$ cat src/rtl/phase_controller_pkg.sv
// Shared types and constants for the tinycpu phase controller:
// controller state encoding, phase encodings and small state decode helpers.
package phase_controller_pkg;

  typedef enum logic [2:0] {
    ST_IDLE     = 3'd0,
    ST_FETCH    = 3'd1,
    ST_DECODE   = 3'd2,
    ST_EXEC     = 3'd3,
    ST_MEM_WAIT = 3'd4,
    ST_WB       = 3'd5,
    ST_HALT     = 3'd6,
    ST_FAULT    = 3'd7
  } state_e;

  localparam logic [1:0] PHASE_FETCH  = 2'd0;
  localparam logic [1:0] PHASE_DECODE = 2'd1;
  localparam logic [1:0] PHASE_EXEC   = 2'd2;
  localparam logic [1:0] PHASE_WB     = 2'd3;

  // Idle, halt and fault report the fetch phase so the core sits at a boundary.
  function automatic logic [1:0] phase_of(input state_e s);
    case (s)
      ST_DECODE:            return PHASE_DECODE;
      ST_EXEC, ST_MEM_WAIT: return PHASE_EXEC;
      ST_WB:                return PHASE_WB;
      default:              return PHASE_FETCH;
    endcase
  endfunction

  // States that hold a memory request open.
  function automatic logic is_mem_state(input state_e s);
    return (s == ST_FETCH) || (s == ST_MEM_WAIT);
  endfunction

endpackage

$ cat src/rtl/phase_controller_if.sv
// Handshake bundle between the phase controller and the rest of the core:
// memory request/acknowledge, decoded instruction flags, write strobes, phase.
interface phase_controller_if;
  logic       mem_req;
  logic       mem_ack;
  logic       is_load_store;
  logic       is_halt;
  logic       ir_we;
  logic       reg_we;
  logic       pc_we;
  logic [1:0] phase;

  modport master (
    output mem_req, ir_we, reg_we, pc_we, phase,
    input  mem_ack, is_load_store, is_halt
  );

  modport slave (
    input  mem_req, ir_we, reg_we, pc_we, phase,
    output mem_ack, is_load_store, is_halt
  );
endinterface

$ cat src/rtl/mem_wait_timer.sv
// Memory wait-cycle counter. Counts cycles with an open, unacknowledged
// request and flags a timeout on the cycle whose count would reach MEM_TIMEOUT,
// so the owning FSM leaves its memory state on that same edge.
module mem_wait_timer #(
  parameter int MEM_TIMEOUT = 15
) (
  input  logic clock,
  input  logic reset,
  input  logic clear,
  input  logic enable,
  output logic timeout
);

  localparam int W = (MEM_TIMEOUT < 1) ? 1 : $clog2(MEM_TIMEOUT + 1);
  localparam logic [W-1:0] LAST = W'(MEM_TIMEOUT - 1);

  logic [W-1:0] count_q;
  logic [W-1:0] count_d;

  // Clear has priority so an acknowledge never also counts as a wait cycle.
  always_comb begin
    count_d = count_q;
    timeout = 1'b0;
    if (clear) begin
      count_d = '0;
    end else if (enable) begin
      count_d = count_q + 1'b1;
      timeout = (count_q == LAST);
    end
  end

  // Wait counter register.
  always_ff @(posedge clock) begin
    if (reset) count_q <= '0;
    else       count_q <= count_d;
  end

endmodule

$ cat src/rtl/phase_controller.sv
// Multi-cycle instruction phase controller for tinycpu.
// Sequences FETCH -> DECODE -> EXEC -> [MEM_WAIT] -> WB, stalls on slow
// memory, faults on memory timeout and counts retired instructions.
// Optional single-step input is enabled by defining PHASE_CTRL_STEP_EN.
module phase_controller
  import phase_controller_pkg::*;
#(
  parameter int MEM_TIMEOUT = 15,
  parameter int CNT_WIDTH   = 16
) (
  input  logic                 clock,
  input  logic                 reset,
  input  logic                 run,
`ifdef PHASE_CTRL_STEP_EN
  input  logic                 step,
`endif
  phase_controller_if.master   bus,
  output logic                 halted,
  output logic                 fault,
  output logic [CNT_WIDTH-1:0] inst_count
);

  state_e               state_q, state_d;
  logic                 ls_q, ls_d;
  logic [CNT_WIDTH-1:0] cnt_q, cnt_d;
  logic                 mem_req;
  logic                 timeout;
  logic                 start;

`ifdef PHASE_CTRL_STEP_EN
  // A step in IDLE launches one instruction; WB returns to IDLE while run is 0.
  assign start = run | step;
`else
  assign start = run;
`endif

  assign mem_req = is_mem_state(state_q);

  mem_wait_timer #(
    .MEM_TIMEOUT(MEM_TIMEOUT)
  ) u_timer (
    .clock   (clock),
    .reset   (reset),
    .clear   (~mem_req | bus.mem_ack),
    .enable  (mem_req & ~bus.mem_ack),
    .timeout (timeout)
  );

  // Next-state logic, load/store flag latch and retirement counter.
  always_comb begin
    state_d = state_q;
    ls_d    = ls_q;
    cnt_d   = cnt_q;
    case (state_q)
      ST_IDLE: begin
        if (start) state_d = ST_FETCH;
      end
      ST_FETCH: begin
        if (timeout)          state_d = ST_FAULT;
        else if (bus.mem_ack) state_d = ST_DECODE;
      end
      ST_DECODE: begin
        ls_d    = bus.is_load_store;
        state_d = bus.is_halt ? ST_HALT : ST_EXEC;
      end
      ST_EXEC: begin
        state_d = ls_q ? ST_MEM_WAIT : ST_WB;
      end
      ST_MEM_WAIT: begin
        if (timeout)          state_d = ST_FAULT;
        else if (bus.mem_ack) state_d = ST_WB;
      end
      ST_WB: begin
        cnt_d   = cnt_q + 1'b1;
        state_d = run ? ST_FETCH : ST_IDLE;
      end
      ST_HALT:  state_d = ST_HALT;
      ST_FAULT: state_d = ST_FAULT;
      default:  state_d = ST_IDLE;
    endcase
  end

  // State, latched decode flag and counter registers.
  always_ff @(posedge clock) begin
    if (reset) begin
      state_q <= ST_IDLE;
      ls_q    <= 1'b0;
      cnt_q   <= '0;
    end else begin
      state_q <= state_d;
      ls_q    <= ls_d;
      cnt_q   <= cnt_d;
    end
  end

  // Moore output decode; ir_we alone follows mem_ack so a zero-wait fetch loads IR.
  always_comb begin
    bus.mem_req = mem_req;
    bus.ir_we   = (state_q == ST_FETCH) && bus.mem_ack;
    bus.reg_we  = (state_q == ST_WB);
    bus.pc_we   = (state_q == ST_WB);
    bus.phase   = phase_of(state_q);
    halted      = (state_q == ST_HALT);
    fault       = (state_q == ST_FAULT);
    inst_count  = cnt_q;
  end

endmodule

$ cat src/flat_wrapper.sv
// flat-port wrapper written by rule: the top's interface ports become plain ports
module phase_controller_flat import phase_controller_pkg::*;
#(
  parameter int MEM_TIMEOUT = 15,
  parameter int CNT_WIDTH   = 16
)
  (clock, reset, run, halted, fault, inst_count, bus_mem_req, bus_ir_we, bus_reg_we, bus_pc_we, bus_phase, bus_mem_ack, bus_is_load_store, bus_is_halt);
  phase_controller_if bus_i ();
  input  logic clock;
  input  logic reset;
  input  logic run;
  output logic halted;
  output logic fault;
  output logic [CNT_WIDTH-1:0] inst_count;
  output wire logic [$bits(bus_i.mem_req)-1:0] bus_mem_req;
  output wire logic [$bits(bus_i.ir_we)-1:0] bus_ir_we;
  output wire logic [$bits(bus_i.reg_we)-1:0] bus_reg_we;
  output wire logic [$bits(bus_i.pc_we)-1:0] bus_pc_we;
  output wire logic [$bits(bus_i.phase)-1:0] bus_phase;
  input wire logic [$bits(bus_i.mem_ack)-1:0] bus_mem_ack;
  input wire logic [$bits(bus_i.is_load_store)-1:0] bus_is_load_store;
  input wire logic [$bits(bus_i.is_halt)-1:0] bus_is_halt;
  assign bus_mem_req = bus_i.mem_req;
  assign bus_ir_we = bus_i.ir_we;
  assign bus_reg_we = bus_i.reg_we;
  assign bus_pc_we = bus_i.pc_we;
  assign bus_phase = bus_i.phase;
  assign bus_i.mem_ack = bus_mem_ack;
  assign bus_i.is_load_store = bus_is_load_store;
  assign bus_i.is_halt = bus_is_halt;
  phase_controller #(.MEM_TIMEOUT(MEM_TIMEOUT), .CNT_WIDTH(CNT_WIDTH)) u_core (.clock(clock), .reset(reset), .run(run), .bus(bus_i), .halted(halted), .fault(fault), .inst_count(inst_count));
endmodule
$ cat config.mk
export PLATFORM = sky130hd
export DESIGN_NAME = phase_controller_flat
export DESIGN_NICKNAME = d
export VERILOG_FILES = /design/src/rtl/phase_controller_pkg.sv /design/src/rtl/phase_controller_if.sv /design/src/rtl/mem_wait_timer.sv /design/src/rtl/phase_controller.sv /design/src/flat_wrapper.sv
export SDC_FILE = /design/constraint.sdc
export NUM_CORES = 1
export LEC_CHECK = 0
export ABC_AREA = 1
export BUFFER_PORTS_ARGS = -buffer_cell sky130_fd_sc_hd__buf_2
export CELL_PAD_IN_SITES_DETAIL_PLACEMENT = 0
export CELL_PAD_IN_SITES_GLOBAL_PLACEMENT = 2
export CORE_MARGIN = 3
export CORE_UTILIZATION = 29
export DETAILED_ROUTE_END_ITERATION = 12
export PLACE_DENSITY = 0.78
export REMOVE_ABC_BUFFERS = 1
export SLEW_MARGIN = 5
export SYNTH_ARGS = -nofsm -noshare
export SYNTH_HDL_FRONTEND = slang
export SYNTH_SLANG_ARGS = --single-unit
$ cat constraint.sdc
create_clock -name clock -period 1.41 [get_ports clock]
set_input_delay 0.0705 -clock clock [delete_from_list [all_inputs] [get_ports clock]]
set_output_delay 0.0705 -clock clock [all_outputs]
set_load 0.1 [all_outputs]
==> run metrics, run 1 <==
most frequent cells after synthesis nand2_1, inv_1, nor2_1; die height 75.6 um; Antenna Cells 0; placed insts 298; Worst setup EP type output port; Worst Setup Slack post-DPL 55.5 ps; Arr. time, crit path 1290 ps; async set-reset flop share out of synthesis 0%; CTS clock-pin slew for the worst setup and hold paths 90 ps; GPL Wtd Cong 0.848; RSZ-0062 raised after global routing yes; initial antenna violation count 0; H-tree depth 1; clk_skew 4.53 ps; Hold Crit Class input port to register; Avg Vias per Cell 4.69; CTS tree built; Seq pwr share 27.6%; dominant synthesized flop cell dfxtp_1; Critical Path RT 1340 ps; synthesized area 1410 um^2; share of cells above drive strength 1 34.2%; Final Total Pwr 2900 uW; cell leakage power 0.000892 uW; CTS Root Cell clkbuf_8; Worst-Skew Late Latency 270 ps; Core ar. 4500 um^2; status completed; Slew HR 67.7%; top-count cell post-synth nand2_1; CP Class register to output port; vias 1449; full die area 5720 um^2; area of the multi-input gates 837 um^2; fin. max-slew vios 0; setup violators final 0; Synth area leader dfxtp_1; drt total wl 3.71 mm; Highest Clock Rate 733 MHz; # rows 24; endpoints failing hold 0; max-cap violations 0; Mapped Avg Cell Area 6.76 um^2; post-synth top area share 34.2%; Detail Placement HPWL 2.77 mm; Logic pwr share 50.9%; Max clock buf depth 2; DRC 0; DRT iter0 DRCs 95; CP Max Fanout 5; Slew @ Worst Pin 489 ps; R2R Setup Slk 100 ps; Final ANT Viol Nets 0; Synth Warn # 0; largest net degree at the start of global routing 15; # fillers 466; Clock power frac 21.5%; Syn Inst Count 208; grt ovf 0; area grow syn2layout 43.6%; IR drop worst, VDD 0.000992 V; first-pass GRT wire length 6.20 mm; vias in the first global route 1327; Final nets 267; Post-synth EDFFs 0; storage element area 494 um^2; Wirelength per Cell 12.0 um; initial core utilization 31.2%; Final Cycle Share 96.8%; Global Route Usage Sum 14.1%; internal power 1660 uW; post-synthesis cell type count 29; TritonCTS Buffers 3; switch share 42.9%; synth top area cells dfxtp_1, nand2_1, inv_1; sequential cell area fraction in the yosys report 34.2%; Ports 30; power density cells 1440 nW/um^2; critical path startpoint category register; Psw 1240 uW; min cycle time layout 1360 ps; die width 75.6 um; synthesized flop and latch total 24; DRT Pass-1 Iters 4; Setup TNS Final 0 ps; non-filler cells, final 309; final worst setup slack 45.8 ps; CTS Sinks 24; I/O Buffers 29
[layout make-up]
class / count / area share (%)
tap: 52 / 3.22
timing repair buffer: 51 / 21.5
inverter: 30 / 5.82
sequential: 24 / 24.5
clock buffer: 3 / 2.04
clock inverter: 1 / 1.49
multi-input combinational: 148 / 41.4
[metal layers]
layer	share of wire, %	global-route usage (%)
met4	1.7	4.27
met2	44	20.3
met5	0	0
met1	49	20.9
met3	6.0	2.90
[placed cells by master, fill, tap and decap left out, types with 4 or more instances in the layout]
master,instances
inv_1,26
buf_12,8
nand3_1,15
a21oi_1,13
nor2_2,5
nand2_1,45
nor2_4,4
o21ai_0,7
buf_2,21
nor2_1,23
dfxtp_1,19
nand4_1,8
buf_4,21
nor3_1,4
[flip-flops by register name, indices dropped and copies added (netlist names)]
register / cells
u_core.inst_count: 16
u_core.state_q: 3
u_core.u_timer.count_q: 4
u_core.ls_q: 1
[logic make-up (layout without fill, tap and decap cells)]
group | count (synthesis) | in the layout | synth area share (%)
adder cells (fa/ha/maj) | 3 | 3 | 2.67
AO/OA/AOI/OAI | 22 | 22 | 8.27
XOR/XNOR | 3 | 3 | 1.87
flip-flops | 24 | 24 | 34.2
AND/OR/NAND/NOR | 120 | 120 | 41.5
buffers and inverters | 36 | 85 | 11.5
[power groups by stage]
stage                     combinational, uW  sequential [uW]  clock [uW]
final                                  1480              802         624
after global routing                   1580              810         673
after CTS                              1340              791         642
after detailed placement               1320              800           0
after global placement                 1330              800           0
after floorplan                         819              852           0
[timing repair]
item / 4_1_cts / 5_1_grt
endpoints found under the hold margin: 0 / 0
setup endpoints to repair: 7 / 11
gates resized for setup: 5 / 24
pin swaps: 0 / 5
hold buffers: 0 / 0
setup buffers: 2 / 5
[per-stage QoR]
step	util [%]	area, um^2	hold slack [ps]
after floorplan	-	1360	140
after global placement	40.0	1800	358
after detailed placement	40.0	1800	369
after CTS	42.1	1900	77.6
after global routing	44.8	2020	87.7
final	44.8	2020	72.4
[worst max-delay path, stage by stage, from the launching register on]
cell and delay [ps]:
dfxtp_4 370, buf_4 160, nor2_4 140, nand2_4 100
nand2_4 90, buf_12 170
[final timing paths]
check                                  from                        end  cells after the start
setup / recovery          u_core.state_q[1]                bus_mem_req                      5
hold / removal            bus_is_load_store                u_core.ls_q                      3
setup reg to reg          u_core.state_q[1]          u_core.state_q[0]                      8
hold reg to reg   u_core.u_timer.count_q[0]  u_core.u_timer.count_q[0]                      1
(Power assumes the default switching activity.)
==> run 2, diff against run 1 <==
--- a/config.mk
+++ b/config.mk
@@ -9,6 +9,7 @@
 export BUFFER_PORTS_ARGS = -buffer_cell sky130_fd_sc_hd__buf_2
 export CELL_PAD_IN_SITES_DETAIL_PLACEMENT = 0
 export CELL_PAD_IN_SITES_GLOBAL_PLACEMENT = 2
+export CORE_ASPECT_RATIO = 1.1
 export CORE_MARGIN = 3
 export CORE_UTILIZATION = 29
 export DETAILED_ROUTE_END_ITERATION = 12
==> run 2 against run 1 <==
Compared with the run above:
- fmax shrank 2.6%
- routed wire length shrank 2.8%
- sequential share of layout area rose by 0.78 points
- sequential cell count stayed put
- combinational power decreased by 4%
- clock power is 27% lower
- final cell count shrank 0.97%
- largest cell class unchanged
- critical path depth is 1 higher
- clock skew is 2.1 ps lower
- die area about the same
==> run metrics, run 2 (synthesis results as in run 1) <==
met1 Usage GRT 18.0%; H-tree depth 1; fin. max-slew vios 0; initial core utilization 31.4%; area of the multi-input gates 800 um^2; post-route design area 1950 um^2; slowest stage cell on the critical path dfxtp_4; Detail Placement HPWL 2.86 mm; die width 72.4 um; Final nets 262; clk_skew 2.45 ps; Core ar. 4470 um^2; # rows 25; die height 79.0 um; Antenna Cells 0; CP Class register to output port; final worst setup slack 9.31 ps; vias 1396; Highest Clock Rate 714 MHz; power density cells 1390 nW/um^2; CTS Root Cell clkbuf_8; Hold Crit Class input port to register; min cycle time layout 1400 ps; most frequent cells in the layout nand2_1, inv_1, nor2_1; leading cell type in the layout, fill and taps excluded nand2_1; crit-path most repeated cell buf_12; non-filler cells, final 306; full die area 5720 um^2; RSZ-0062 raised after global routing yes; Post-Place Cell Area 1850 um^2; Slew HR 67.7%; Worst Setup Slack post-DPL 83.1 ps; Slew @ Worst Pin 489 ps; IR drop worst, VDD 0.000718 V; crit-path cells buf_12, nor2_4, nand2_4, nand2_2, buf_4, buf_12; # fillers 478; status completed; max reg flops 16; critical path startpoint category register; CTS tree built; CTS Sinks 24; initial antenna violation count 0; cell leakage power 0.000869 uW; CTS clock-pin slew for the worst setup and hold paths 80 ps; DRT Pass-1 Iters 4; met2 usage in global routing 21.0%; Wirelength per Cell 11.8 um; area grow syn2layout 38.4%; Hold Crit Depth 3; Final Cycle Share 99.3%; vias in the first global route 1202; DRT iter0 DRCs 50; storage element area 492 um^2; setup violators final 0; placed insts 302; Hold-fix buffers, CTS 0; max-cap violations 0; Ports 30; Critical Path RT 1340 ps; cells on worst reg2reg path 8; endpoints failing hold 0; met3 Resource Use GR 2.15%; I/O Buffers 29; Worst setup EP type output port; GPL Wtd Cong 0.777; Global Route Usage Sum 13.1%; share of cells above drive strength 1 30.6%; CP Max Fanout 6; Final ANT Viol Nets 0; TritonCTS Buffers 3; grt ovf 0; Avg Vias per Cell 4.56; max incr delay on CP 380 ps; DRC 0; first-pass GRT wire length 5.89 mm; GRT busiest layer met2; largest net degree at the start of global routing 14; Max clock buf depth 2; drt total wl 3.60 mm; Arr. time, crit path 1330 ps; Worst-Skew Late Latency 260 ps
-- run 2: path summary, 6_finish.rpt --
check,from,to,slack (ps)
max,u_core.state_q[0],bus_mem_req,9
min,bus_is_load_store,u_core.ls_q,100
min reg2reg,u_core.ls_q,u_core.ls_q,470
max reg2reg,u_core.inst_count[0],u_core.inst_count[8],110
-- run 2: cell type report --
class                           instances  area share (%)
Multi-Input combinational cell        148            41.1
Timing Repair Buffer                   46            21.5
Inverter                               30            5.91
Sequential cell                        24            25.3
Tap cell                               54            3.47
Clock buffer                            4            2.83
-- run 2: what timing repair did --
item,4_1_cts,5_1_grt
endpoints found under the setup margin,6,8
pin swaps,1,1
gates cloned,0,0
setup buffers,0,0
resized for setup,5,11
-- run 2: where the power goes --
group / switching [uW] / internal (uW) / total (uW)
sequential: 79.1 / 746 / 825
combinational: 880 / 535 / 1420
clock: 208 / 249 / 456
total: 1170 / 1530 / 2700
-- run 2: per-stage QoR --
| stage | power (uW) | hold WS [ps] | utilization, % | setup TNS (ps) |
|---|---|---|---|---|
| finish | 2700 | 104 | 43.5 | 0 |
| CTS | 2710 | 95.4 | 42.7 | -11.5 |
| floorplan | 1670 | 140 | - | -16710 |
| detailed placement | 2200 | 374 | 41.3 | 0 |
| global placement | 2210 | 362 | 41.3 | 0 |
| global route | 2860 | 118 | 43.5 | -50.3 |
-- run 2: metal layers --
metal / vias up / wire, um
li1: 750 / -
met1: 626 / 1820
met2: 18 / 1640
met3: 2 / 117
met4: 0 / 27
met5: - / 0
-- run 2: critical path, delay by kind of cell, from the launching register on --
family                 cells  cell delay [ps]
AND/OR/NAND/NOR            3              280
flip-flops                 1              380
buffers and inverters      3              400
==> run 3, diff against run 2 <==
==> constraint.sdc (replaced) <==
create_clock -name clock -period 1.41 [get_ports clock]
set_input_delay 0.2115 -clock clock [delete_from_list [all_inputs] [get_ports clock]]
set_output_delay 0.2115 -clock clock [all_outputs]
set_load 0.1 [all_outputs]
==> run 3 against run 2 <==
Compared with the run above:
- the flow now finishes with violations (setup timing)
- fmax fell by 1.4%
- sequential cell count did not move
- register-to-register slack got worse by 40 ps
- die area did not move
- power fell by 0.16%
- clock power fell by 9.9%
- combinational power rose by 3%
- first-iteration DRC count fell by 50%
- hold slack improved by 110 ps
- critical path depth fell by 1
- via count rose by 1.9%
- critical path type unchanged
- largest cell class unchanged
==> run metrics, run 3 (synthesis results as in run 1) <==
Hold Crit Class input port to register; Avg Vias per Cell 4.57; Max clock buf depth 2; clk_skew 5.65 ps; Setup TNS Final -22.6 ps; grt ovf 0; status finished, violations left; CP Max Fanout 4; CTS tree built; Psw 1220 uW; critical path startpoint category register; DRC 0; I/O Buffers 29; Critical Path RT 1200 ps; # fillers 438; GPL Wtd Cong 0.770; largest net degree at the start of global routing 14; Ports 30; leading cell type in the layout, fill and taps excluded nand2_1; vias 1422; Clock power frac 15.3%; drt total wl 3.59 mm; Slew @ Worst Pin 488 ps; Final nets 268; max incr delay on CP 380 ps; WHS Endpoint u_core.ls_q; # rows 25; endpoints failing hold 0; Worst Setup Slack post-DPL 73.5 ps; Detail Placement HPWL 2.78 mm; Final ANT Viol Nets 0; CTS Sinks 24; max reg flops 16; Reg2Reg Capture Point u_core.inst_count[8]; RR Startpoint u_core.state_q[1]; IR drop worst, VDD 0.000694 V; Global Route Usage Sum 13.4%; max-cap violations 0; Hold Crit Depth 3; initial core utilization 31.4%; Hold Startpoint bus_is_load_store; cell leakage power 0.000903 uW; Logic pwr share 54.2%; storage element area 492 um^2; CTS Root Cell clkbuf_8; worst hold slack 219 ps; CP Class register to output port; H-tree depth 1; area of the multi-input gates 825 um^2; failing checks setup timing; Highest Clock Rate 704 MHz; vias in the first global route 1366; fin. max-slew vios 0; TritonCTS Buffers 3; Hold-fix buffers, CTS 0; Seq pwr share 30.5%; switch share 45.3%; Wirelength per Cell 11.5 um; Final Cycle Share 101%; min cycle time layout 1420 ps; Worst setup EP type output port; crit-path most repeated cell nand3_4; CTS clock-pin slew for the worst setup and hold paths 90 ps; internal power 1470 uW; full die area 5720 um^2; slowest stage cell on the critical path dfxtp_4; Core ar. 4470 um^2; RSZ-0062 raised after global routing yes; share of cells above drive strength 1 32.3%; initial antenna violation count 0; cells on worst reg2reg path 8; area grow syn2layout 50.1%; Arr. time, crit path 1210 ps; final worst setup slack -10.1 ps; Worst-Skew Late Latency 270 ps; setup violators final 3; first-pass GRT wire length 6.15 mm; power density cells 1280 nW/um^2; Slew HR 67.7%; most frequent cells in the layout nand2_1, inv_1, nor2_1; die width 72.4 um; crit-path cells inv_4, nand3_4, buf_6, nand3_4, buf_12; R2R Setup Slk 70 ps; DRT Pass-1 Iters 4; DRT iter0 DRCs 25; Antenna Cells 0; die height 79.0 um
run 3: worst max path at each step:
stage | startpoint | cells past startpoint | to
2_1_floorplan | u_core.state_q[0] | 6 | u_core.inst_count[8]
3_3_place_gp | u_core.state_q[0] | 9 | u_core.state_q[0]
3_5_place_dp | u_core.state_q[0] | 9 | u_core.state_q[0]
4_1_cts | u_core.state_q[1] | 5 | bus_phase[1]
5_1_grt | u_core.state_q[1] | 5 | bus_phase[1]
6_report | u_core.state_q[1] | 5 | bus_phase[1]
run 3: layout make-up:
class | instances | share of cell area, %
Multi-Input combinational cell | 148 | 39.1
Timing Repair Buffer | 52 | 26.8
Sequential cell | 24 | 23.3
Inverter | 30 | 5.69
Tap cell | 54 | 3.20
Clock buffer | 3 | 1.96
run 3: power groups by stage:
stage | registers, uW | logic (uW) | clock network, uW
2_1_floorplan | 852 | 819 | 0
3_3_place_gp | 814 | 1310 | 0
3_5_place_dp | 815 | 1300 | 0
4_1_cts | 819 | 1440 | 431
5_1_grt | 827 | 1550 | 447
6_report | 821 | 1460 | 411
run 3: critical path, delay by kind of cell (launching register included):
family	cells	cell delay (ps)
simple gates	2	170
flops	1	380
buf+inv	3	390
run 3: through the flow:
step | instance area (um^2) | total power [uW] | util (%) | instances
final | 2110 | 2690 | 47.2 | 311
after global routing | 2110 | 2830 | 47.2 | 311
after CTS | 2080 | 2690 | 46.5 | 311
after detailed placement | 1950 | 2120 | 43.5 | 303
after global placement | 1950 | 2120 | 43.5 | 303
after floorplan | 1360 | 1670 | - | 202
run 3: repair_timing:
item	4_1_cts	5_1_grt
endpoints found under the hold margin	0	0
resized for setup	23	8
pin swaps	2	3
setup buffers	6	0
setup endpoints to repair	8	16
run 3: metal layers:
layer | GRT usage (%) | up-vias | share of wire (%)
li1 | - | 764 | -
met1 | 17.1 | 630 | 48
met2 | 23.1 | 24 | 48
met3 | 2.41 | 4 | 3.4
met4 | 3.69 | 0 | 0.86
met5 | 0 | - | 0
